[config.mk]
export PLATFORM = sky130hd
export DESIGN_NAME = pcw_boot_sequencer
export DESIGN_NICKNAME = d
export VERILOG_FILES = /design/src/rtl/pcw_pkg.sv /design/src/rtl/pcw_boot_sequencer.sv
export SDC_FILE = /design/constraint.sdc
export NUM_CORES = 1
export LEC_CHECK = 0
export ABC_AREA = 1
export BUFFER_PORTS_ARGS = -buffer_cell sky130_fd_sc_hd__buf_2
export CAP_MARGIN = 20
export CORE_UTILIZATION = 47
export CTS_BUF_LIST = sky130_fd_sc_hd__clkbuf_4 sky130_fd_sc_hd__clkbuf_8 sky130_fd_sc_hd__clkbuf_16
export DETAILED_ROUTE_END_ITERATION = 8
export PLACE_DENSITY = 0.86
export SLEW_MARGIN = 20
export SYNTH_ARGS = -nofsm -noshare
export SYNTH_HDL_FRONTEND = slang
export SYNTH_SLANG_ARGS = --single-unit
[constraint.sdc]
create_clock -name clk_sys -period 1.69 [get_ports clk_sys]
set_clock_uncertainty 0.15 [all_clocks]
set_input_delay 0.0845 -clock clk_sys [delete_from_list [all_inputs] [get_ports clk_sys]]
set_output_delay 0.0845 -clock clk_sys [all_outputs]
set_load 0.1 [all_outputs]
[src/rtl/pcw_pkg.sv]
// pcw_pkg: shared boot sequencer state encoding and boot image length
package pcw_pkg;
  typedef enum logic [2:0] {IDLE, BOOT_RD, BOOT_WR, BOOT_EXEC, HPS} boot_state_t;
  localparam int BOOT_ROM_LEN = 276;
endpackage

[src/rtl/pcw_boot_sequencer.sv]
// pcw_boot_sequencer: copies the boot ROM into core RAM on kick and arbitrates the download port with HPS
module pcw_boot_sequencer
  import pcw_pkg::*;
#(
  parameter int          ROM_LEN   = BOOT_ROM_LEN,
  parameter logic [15:0] EXEC_ADDR = 16'h0000
) (
  input  logic        clk_sys,
  input  logic        reset_n,
  input  logic        kick,
  output logic [15:0] rom_addr,
  input  logic [7:0]  rom_data,
  input  logic        ioctl_download,
  input  logic        ioctl_wr,
  input  logic [15:0] ioctl_addr,
  input  logic [7:0]  ioctl_data,
  output logic        ioctl_wait,
  output logic        dn_go,
  output logic        dn_wr,
  output logic [15:0] dn_addr,
  output logic [7:0]  dn_data,
  input  logic        dn_wait,
  output logic [15:0] execute_addr,
  output logic        execute_enable,
  output logic        busy
);
  localparam logic [15:0] LAST = 16'(ROM_LEN - 1);
  boot_state_t state, state_n;
  logic [15:0] idx, idx_n, hps_addr;
  logic [7:0]  data_q, hps_data;
  logic        pending, held, hps_go, hps_wr;

  // next state and boot index; kick always restarts the copy from address 0
  always_comb begin
    state_n = state;
    idx_n = idx;
    case (state)
      IDLE: begin
        if (kick || (pending && !ioctl_download)) begin
          state_n = BOOT_RD;
          idx_n = '0;
        end else if (ioctl_download) state_n = HPS;
      end
      BOOT_RD: begin
        state_n = kick ? BOOT_RD : BOOT_WR;
        idx_n = kick ? '0 : idx;
      end
      BOOT_WR: begin
        if (kick) begin
          state_n = BOOT_RD;
          idx_n = '0;
        end else if (!dn_wait) begin
          state_n = (idx == LAST) ? BOOT_EXEC : BOOT_RD;
          idx_n = (idx == LAST) ? idx : idx + 16'd1;
        end
      end
      BOOT_EXEC: begin
        state_n = kick ? BOOT_RD : IDLE;
        idx_n = '0;
      end
      HPS: begin
        if (!ioctl_download && !hps_wr) begin
          state_n = (pending || kick) ? BOOT_RD : IDLE;
          idx_n = '0;
        end
      end
      default: state_n = IDLE;
    endcase
  end

  // state register; a kick seen during HPS is remembered until the boot starts
  always_ff @(posedge clk_sys or negedge reset_n) begin
    if (!reset_n) begin
      state <= IDLE;
      idx <= '0;
      pending <= 1'b0;
    end else begin
      state <= state_n;
      idx <= idx_n;
      pending <= (state_n != BOOT_RD) && (pending || (kick && state == HPS));
    end
  end

  // ROM byte is latched in the first BOOT_WR cycle so a stall holds it; HPS bytes are registered on strobe
  always_ff @(posedge clk_sys or negedge reset_n) begin
    if (!reset_n) begin
      held <= 1'b0;
      data_q <= '0;
      hps_go <= 1'b0;
      hps_wr <= 1'b0;
      hps_addr <= '0;
      hps_data <= '0;
    end else begin
      held <= state == BOOT_WR && state_n == BOOT_WR;
      if (state == BOOT_WR && !held) data_q <= rom_data;
      hps_go <= state_n == HPS && ioctl_download;
      hps_wr <= state == HPS && (ioctl_wr || (hps_wr && dn_wait));
      if (state == HPS && ioctl_wr) begin
        hps_addr <= ioctl_addr;
        hps_data <= ioctl_data;
      end
    end
  end

  assign rom_addr       = state == BOOT_RD ? idx : '0;
  assign dn_go          = state == BOOT_RD || state == BOOT_WR || (state == HPS && hps_go);
  assign dn_wr          = state == BOOT_WR || (state == HPS && hps_wr);
  assign dn_addr        = state == BOOT_WR ? idx : state == HPS ? hps_addr : '0;
  assign dn_data        = state == BOOT_WR ? (held ? data_q : rom_data) : state == HPS ? hps_data : '0;
  assign ioctl_wait     = state == HPS ? (dn_wait || hps_wr) : ioctl_download;
  assign execute_addr   = EXEC_ADDR;
  assign execute_enable = state == BOOT_EXEC;
  assign busy           = state != IDLE;
endmodule

==> results of run 1 <==
-- cell usage after synthesis, drive strengths merged --
cell    number
conb         1
o31ai        1
o211ai       8
a21oi        3
buf         26
o21ai       48
nor3         3
nand4       11
mux2        24
inv         44
ha           1
nand3       23
clkbuf       3
nor2        50
dfrtp       55
nand2      114
-- metrics by stage --
stage / instances / util, % / area (um^2) / hold slack (ns) / setup WS [ns]
floorplan: 430 / - / 3640 / -0.361 / -0.899
global placement: 590 / 75.6 / 4890 / -0.0544 / 0.0472
detailed placement: 590 / 75.6 / 4890 / -0.0452 / -0.0387
CTS: 652 / 90.0 / 5810 / 0.125 / -0.351
-- repair_timing --
item | CTS
hold buffers | 36
gates resized for setup | 55
buffers inserted | 11
pin swaps | 13
gates cloned | 8
hold endpoints to repair | 91
endpoints found under the setup margin | 78
-- cells by family after synthesis --
logic type | Yosys count
AOI/OAI and AO/OA | 60
adders and majority gates | 1
buffers and inverters | 73
DFF | 55
muxes | 24
other | 1
and+or+nand+nor | 201
-- metal layers --
metal	track usage, %	GRT overflow
met2	91.5	7
met4	78.6	8
met1	77.8	0
met5	17.5	0
met3	64.5	0
==> flow_summary.toml, run 1 <==
[floorplan]
io_pins = 99
fp-row-count = 29
start_util_pct = 49.6
fp.dieW_um = 84.6
fp.dieH_um = 84.6

[placement]
hpwl_mm = 7.62
gp_congestion = 0.938
portBuffers = 82

[clock_tree]
cts.sinks = 55
cts_buffers = 5
clock_path_buffers = 2
cts_htree_levels = 2
root_buffer = "clkbuf_8"

[run_status]
haltStage = "global routing"
status = "aborted with a tool error"
toolErrorMsg = "[ERROR GRT-0232] Routing congestion too high. Check the congestion heatmap in the GUI."

[synthesis]
ys_warn_count = 0
yosys.area_share.simple_pct = 26.4
synth_mux_area_share_pct = 8.44
synth_xor_area_share_pct = 0
synth_adder_area_share_pct = 0.391
synth_area_leaders = "dfrtp_1, nand2_1, mux2_1, o21ai_0, nor2_1"
synth_top_family_by_area = "simple AND/OR/NAND/NOR gates"
synth.lib_cells_used.distinct = 28
ys_ff_latch = 55
synth.avg_cell_area_um2 = 7.72
ys_seq_area_share_pct = 43.0
synth.cell_area_um2 = 3200
yosysTopAreaCellShare_pct = 43.0
yosys.area.top_type = "dfrtp_1"
synth_compound_area_share_pct = 10.1
syn_inst = 415

[grt]
grtUsageTotal_pct = 77.1
grt_max_degree = 56
overflow = 15
antenna_found_initial = 1

[timing]
worst_path_end_type = "top-level output"
crit_endpoint = "dn_data[7]"
==> inputs of run 2 (changes only) <==
Settings changed: CORE_UTILIZATION 47 to 40, CTS_BUF_LIST sky130_fd_sc_hd__clkbuf_4 sky130_fd_sc_hd__clkbuf_8 sky130_fd_sc_hd__clkbuf_16 to unset, PLACE_DENSITY 0.86 to unset, PLACE_DENSITY_LB_ADDON set to 0.15.
Clock period 1.69 ns to 2.2 ns, I/O delays scaled along.
==> run 2 against run 1 <==
- the run now ends clean
- area after synthesis stayed put
- synthesized cell count unchanged
==> flow_summary.toml, run 2 <==
[run_status]
status = "complete, no violations"

[synthesis]
ys_warn_count = 0
synth.avg_cell_area_um2 = 7.72
synth.cell_area_um2 = 3200
ys_seq_area_share_pct = 43.0
yosys.area.top_type = "dfrtp_1"
async_flop_share_pct = 100
synth_area_leaders = "dfrtp_1, nand2_1, mux2_1, o21ai_0, nor2_1"
ys_ff_latch = 55
synth_edf_count = 0
syn_inst = 415
yosysTopAreaCellShare_pct = 43.0
synth.lib_cells_used.distinct = 28
ys.flop_type = "dfrtp_1"
synth.most_common_cell = "nand2_1"
synth_common_cells = "nand2_1, dfrtp_1, nor2_1"

[detailed_routing]
vias_per_cell = 4.90
drc = 0
vias = 3168
wl_per_cell_um = 13.4
drt_iter0_markers = 177
dr.pass1.iters = 4
ant_nets = 0
wl_mm = 8.70

[floorplan]
fp-row-count = 32
io_pins = 99
start_util_pct = 41.5
core-area_um2 = 7730
fp.dieH_um = 91.5
die_area_um2 = 8370
fp.dieW_um = 91.5

[timing]
drv_slew = 0
period_share_pct = 99.4
fin_hold_ws_ns = 0.189
finalSetupViolCount = 0
fmax_mhz = 457
tns_ns = 0
worstMarginPinSlew_ns = 0.650
hold_violations = 0
fin_crit_ns = 2.19
rsz0062_at_grt = "yes"
slew_headroom_pct = 56.6
fin_ws_ns = 0.0132

[cells_and_area]
reg_top3 = "hps_addr x16, idx x16"
area_growth_pct = 48.7
mostFrequentLayoutCells = "nand2_1, dfrtp_1, buf_2"
num_antenna_cells = 0
drive_gt1_share_pct = 27.9
design_area_um2 = 4760
mostFrequentLayoutCell = "nand2_1"
instances_no_fill = 647
finish.net_count = 583

[clock_tree]
cts_htree_levels = 2
root_buffer = "clkbuf_8"
cts.sinks = 55
clk_latency_ns = 0.32
cts_buffers = 5
clock_path_buffers = 2
cts_tree = "built"
clkTransAtPathRegs_ns = 0.11

[power]
p_leak_nw = 2.17
peakVddDrop_mv = 0.957
p_per_area_nw_per_um2 = 1060

[setup_path]
reg2reg_from = "state[1]"
crit_path_max_fanout = 8
crit_path_max_incr_delay_ns = 0.46
crit_arrival_ns = 1.93
end_kind = "output pin"
timing.critical_path.buf_inv = 3
crit_path_start_kind = "flip-flop"
critPathRequiredTime_ns = 1.94
critPathKind = "flip-flop to output pin"
reg2reg_slack_ns = 0.15
reg2reg_depth = 6
crit_chain = "nor3_4, clkinv_4, nor2_4, buf_6, nand2_2, o211ai_1, clkbuf_16"
cp_slowest_cell = "dfrtp_2"
cp_top_family = "buffers and inverters"
r2r_end = "hps_addr[10]"

[grt]
overflow = 0
antenna_found_initial = 0
gr-usage-met2_pct = 36.2
grt_use_met1_pct = 29.1
grt_use_met3_pct = 3.02
grt_pass1_vias = 3066
grt_max_degree = 30
top_usage_layer = "met2"
grtUsageTotal_pct = 21.7
grt_pass1_wl_mm = 14.5

[placement]
hpwl_mm = 6.19
gp_congestion = 0.903
place_ws_ns = 0.232
dpl-instance-area_um2 = 4140
portBuffers = 82
dp.cells = 594

[flow_run]
drv_cap = 0

[hold_path]
hp-class = "input port to asynchronous set/reset pin"
-- run 2: cell counts after synthesis --
No cell type changed its count.
-- run 2: how the worst max path moves through the flow --
stage | start | end | slack [ns] | depth (start not counted)
detailed placement | state[0] | hps_addr[10] | 0.23 | 5
global route | state[2] | dn_data[7] | -0.10 | 7
global placement | state[0] | hps_data[5] | 0.30 | 5
finish | state[2] | dn_data[7] | 0.01 | 7
floorplan | state[0] | dn_data[0] | -0.41 | 4
CTS | state[1] | dn_data[7] | -0.001 | 8
-- run 2: kinds of logic (layout without fill, tap and decap cells) --
kind of cell,after synthesis,count (layout),share of synthesized area (%)
compound gates,60,60,10.1
fa+ha+maj,1,1,0.391
buf+inv,73,188,11.6
flops,55,55,43.0
mux,24,24,8.44
other cells,1,16,0.117
simple gates,201,201,26.4
-- run 2: power breakdown --
group | internal, mW | total [mW] | switching [mW]
sequential | 1.34 | 1.51 | 0.170
combinational | 0.960 | 2.93 | 1.97
clock | 0.235 | 0.600 | 0.366
total | 2.54 | 5.05 | 2.51
-- run 2: timing repair --
item | 4_1_cts | 5_1_grt
hold buffers | 36 | 0
setup endpoints to repair | 13 | 28
resized for setup | 6 | 27
setup buffers | 1 | 7
gates cloned | 0 | 1
pin swaps | 1 | 3
hold endpoints to repair | 64 | 0
-- run 2: worst reg2reg max path, stage by stage, from the launching register on --
cell and delay [ns]:
dfrtp_1 0.42, buf_4 0.15, nor2_2 0.16, nand2_2 0.10
inv_2 0.11, nand2_2 0.37, mux2_1 0.47
-- run 2: final cells by class --
type,instances,area (um^2)
fill,694,2970
clock buffer,5,68.8
inverter,44,170
multi-input combinational,302,1610
tap,102,128
sequential,55,1380
timing repair buffer,136,1380
clock inverter,3,27.5
-- run 2: through the flow --
| step | power [mW] | util (%) |
|---|---|---|
| final | 5.05 | 61.6 |
| after global routing | 5.32 | 61.6 |
| after CTS | 4.95 | 59.7 |
| after detailed placement | 4.28 | 53.5 |
| after global placement | 4.23 | 53.5 |
| after floorplan | 3.51 | - |
-- run 2: per-layer routing --
layer	vias up	share of wire [%]
li1	1568	-
met1	1486	45
met2	100	49
met3	14	4.6
met4	0	1.5
met5	-	0
No activity file was read; power rests on OpenSTA's default activity.
